### src/rtl/down_counter_modulo_n.sv
// ---------------------------------------------------------------------------
// down_counter_modulo_n
//
// Loadable modulo-N down-counter / timer. Counts N-1 down to 0 while enabled.
// On the edge that consumes count 0 it emits a one-cycle terminal_count pulse
// and then either reloads N-1 (auto_reload = 1) or parks at 0 in the EXPIRED
// state (auto_reload = 0) until the next load.
//
// Ports:
//   clk            rising-edge clock
//   reset          asynchronous, active-high reset (count = N-1, state RUN)
//   enable         count enable, decrement on each rising edge when high
//   load           synchronous load strobe, priority over enable
//   load_value     value loaded on load, clamped to N-1
//   auto_reload    1: wrap 0 -> N-1, 0: one-shot, stop at 0
//   counter_out    current count (registered)
//   terminal_count registered one-cycle pulse on each 0-crossing
//   expired        high while the one-shot has finished (EXPIRED state)
// ---------------------------------------------------------------------------
module down_counter_modulo_n #(
    parameter int CNT_WIDTH = 4,
    parameter int N         = 10
) (
    input  logic                 clk,
    input  logic                 reset,
    input  logic                 enable,
    input  logic                 load,
    input  logic [CNT_WIDTH-1:0] load_value,
    input  logic                 auto_reload,
    output logic [CNT_WIDTH-1:0] counter_out,
    output logic                 terminal_count,
    output logic                 expired
);

    localparam logic [CNT_WIDTH-1:0] TOP = CNT_WIDTH'(N - 1);

    typedef enum logic [0:0] {
        ST_RUN     = 1'b0,
        ST_EXPIRED = 1'b1
    } state_t;

    state_t                 state_q, state_d;
    logic [CNT_WIDTH-1:0]   count_q, count_d;
    logic                   tc_q, tc_d;
    logic [CNT_WIDTH-1:0]   load_clamped;

    // Out-of-range load values saturate silently at the top of the range.
    assign load_clamped = (load_value > TOP) ? TOP : load_value;

    always_ff @(posedge clk or posedge reset) begin
        if (reset) begin
            state_q <= ST_RUN;
            count_q <= TOP;
            tc_q    <= 1'b0;
        end else begin
            state_q <= state_d;
            count_q <= count_d;
            tc_q    <= tc_d;
        end
    end

    always_comb begin
        state_d = state_q;
        count_d = count_q;
        // The pulse only lives for the cycle after a 0-crossing.
        tc_d    = 1'b0;

        case (state_q)
            ST_RUN: begin
                if (load) begin
                    // Load beats a coincident 0-crossing: no pulse, no expiry.
                    count_d = load_clamped;
                end else if (enable) begin
                    if (count_q != '0) begin
                        count_d = count_q - CNT_WIDTH'(1);
                    end else begin
                        tc_d = 1'b1;
                        // auto_reload only matters right here.
                        if (auto_reload) begin
                            count_d = TOP;
                        end else begin
                            state_d = ST_EXPIRED;
                        end
                    end
                end
            end

            ST_EXPIRED: begin
                // Parked at 0; enable and auto_reload are ignored.
                count_d = '0;
                if (load) begin
                    count_d = load_clamped;
                    state_d = ST_RUN;
                end
            end

            default: begin
                state_d = ST_RUN;
                count_d = TOP;
            end
        endcase
    end

    assign counter_out    = count_q;
    assign terminal_count = tc_q;
    assign expired        = (state_q == ST_EXPIRED);

endmodule

### config.mk
export PLATFORM = sky130hd
export DESIGN_NAME = down_counter_modulo_n
export DESIGN_NICKNAME = d
export VERILOG_FILES = /design/src/rtl/down_counter_modulo_n.sv
export SDC_FILE = /design/constraint.sdc
export NUM_CORES = 1
export LEC_CHECK = 0
export ABC_AREA = 1
export CORE_AREA = 2 2 39 41
export DETAILED_ROUTE_END_ITERATION = 7
export DIE_AREA = 0 0 41 43
export PLACE_DENSITY_LB_ADDON = 0.2
export SYNTH_ARGS = -nofsm -noshare
export SYNTH_HDL_FRONTEND = slang
export SYNTH_SLANG_ARGS = --single-unit
### constraint.sdc
create_clock -name clk -period 1.5 [get_ports clk]
set_clock_uncertainty 0.1 [all_clocks]
set_input_delay 0.375 -clock clk [delete_from_list [all_inputs] [get_ports clk]]
set_output_delay 0.375 -clock clk [all_outputs]
set_load 0.005 [all_outputs]
==> impl_metrics.yaml <==
clock_network:
  cts-root-buf: "clkbuf_4"
  ctsHtreeMaxLevel: 1
  cts_num_sinks: 6
  ctsLongestPathBuffers: 2
  cts_tree: "yes"
  clock_latency_ps: 240
  cts_hold_buf: 0
  numCtsBuffers: 3
  cts.clk_slew.worst_paths_ps: 40
yosys:
  ys_seq_area_share_pct: 38.0
  yosys_warnings: 0
  syn_nets: 66
  yosysTopAreaCell: "dfrtp_1"
  synth_top_cell_area_share_pct: 24.9
  synth_cells: 57
  yosys-top-cells-area: "dfrtp_1, nand2_1, dfstp_2"
  synth_area_um2: 402
  syn_avg_cell_area_um2: 7.05
  ys_ff_latch: 6
  synth.distinct_cells: 15
power:
  power_uw: 671
  power_density_nw_per_um2: 1060
  p_leak_nw: 0.348
  ir_worst_vdd_uv: 889
place:
  dp.cells: 93
  port_buffers: 14
  place_congestion: 0.820
  dp_hpwl_um: 729
cells_and_area:
  drive_gt1_share_pct: 22.2
  final_cell_mix: "nand2_1, nand3_1, clkdlybuf4s50_1, buf_4"
  antenna_cells: 0
  mostFrequentLayoutCell: "nand2_1"
  syn2layout_area_growth_pct: 57.3
  stdcell_count: 97
  nets: 92
grt:
  antenna_found_initial: 0
  grt_usage_pct: 11.9
  grt_pass1_vias: 403
  overflow: 0
  grt_pass1_wl_mm: 1.41
  grt_max_degree: 10
drt:
  post_drt_wl_per_cell_um: 8.73
  drt_iter0_drc: 5
  viasPerCell: 4.61
  totalWireLength_um: 847
  vias: 447
  drt-pass1-iter-count: 4
  drc: 0
  detail-route-antenna-nets: 0
setup_path:
  reg2reg_to: "counter_out[2]"
  critical_path.top_delay_family: "flip-flops"
  endpoint: "counter_out[0]"
  start_kind: "flip-flop"
  cp.arrival_ps: 990
  path_max_fanout: 2
  crit_start: "counter_out[0]"
  cp-end-kind: "output port"
  reg2reg_depth: 7
  path_buf_inv: 1
  worstReg2RegStart: "counter_out[0]"
  crit_type: "flip-flop to output port"
  path_depth: 1
  cpMaxStageDelayCell: "dfstp_2"
  crit_required_ps: 1020
  crit_path_max_incr_delay_ps: 520
  r2r_slack_ps: 140
  cp_cell_sequence: "dlygate4sd2_1"
die:
  die_h_um: 43
  coreArea_um2: 1380
  num_rows: 14
  die_w_um: 41
  io_pins: 15
  start_util_pct: 29.0
  die_area_um2: 1760
min_path:
  hold_path_class: "input pin to asynchronous set/reset pin"
sta:
  maxSlewViolCount: 0
  slew_headroom_pct: 85.1
  finalHoldViolCount: 0
  fin_crit_sh_pct: 97.5
  min_period_ps: 1460
  setup_viol: 0
  fmax_mhz: 684
  rsz0062_at_grt: "false"
  worstMarginPinSlew_ps: 221
flow_run:
  drv_cap: 0
outcome:
  outcome: "finished, final reports clean"
==> how the worst min path moves through the flow <==
| stage | end | slack [ps] | start |
|---|---|---|---|
| final | terminal_count | 240 | reset |
| after global routing | counter_out[2] | 280 | reset |
| after CTS | terminal_count | 240 | reset |
| after detailed placement | terminal_count | 450 | expired |
| after global placement | terminal_count | 470 | expired |
| after floorplan | counter_out[1] | 60 | reset |
==> registers in the layout, summed over array words and instances (netlist names) <==
signal,count
counter_out,4
expired,1
terminal_count,1
==> synth_stat cells <==
| library cell | number |
|---|---|
| inv_1 | 6 |
| dfstp_2 | 2 |
| nor2_4 | 2 |
| o21ai_0 | 1 |
| nand2_4 | 1 |
| dfrtp_1 | 4 |
| nand3_1 | 8 |
| nand2_2 | 1 |
| nor4_1 | 1 |
| nor2_1 | 4 |
| nand2_1 | 23 |
| a21oi_1 | 1 |
| buf_2 | 1 |
| o211ai_1 | 1 |
| o21ai_4 | 1 |
==> what timing repair did <==
action,in CTS,in global routing
buffers inserted,1,0
gates resized for setup,6,0
hold endpoints to repair,0,0
endpoints found under the setup margin,6,0
==> final cells by class <==
class | count | area (µm²)
repair buffers | 22 | 193
clock buffers | 3 | 22.5
flip-flops and latches | 6 | 153
fillers | 137 | 752
inverters | 6 | 22.5
well taps | 16 | 20.0
multi-input cells | 44 | 221
==> report_power, final <==
group	switching, mW	total, mW	internal, mW	leakage, nW
Sequential	0.0115	0.213	0.201	0.0746
Combinational	0.163	0.315	0.152	0.259
Clock	0.0533	0.143	0.0902	0.0138
==> cells by family (layout without fill, tap and decap cells) <==
family                 Yosys count  after routing  synth area share, %
AND/OR/NAND/NOR                 40             40                 46.7
buffers and inverters            7             31                 6.85
flip-flops                       6              6                 38.0
AO/OA/AOI/OAI                    4              4                 8.41
==> per-layer routing <==
metal | global-route usage [%] | share of wire [%] | vias up
li1 | - | - | 230
met4 | 2.00 | 0 | 0
met1 | 13.7 | 42 | 204
met5 | 0 | 0 | -
met3 | 7.85 | 8.1 | 0
met2 | 18.1 | 50 | 13
==> per-stage QoR <==
step | hold slack, ps | cell area [µm²] | TNS (ps) | worst slack [ps] | util, %
after global placement | 469 | 609 | -224 | -55.0 | 44.0
after CTS | 243 | 632 | 0 | 25.6 | 45.7
after floorplan | 64.5 | 402 | 0 | 303 | -
after detailed placement | 451 | 609 | -362 | -99.2 | 44.0
final | 243 | 632 | 0 | 37.0 | 45.7
after global routing | 275 | 632 | 0 | 7.58 | 45.7
No activity file was read; power rests on OpenSTA's default activity.
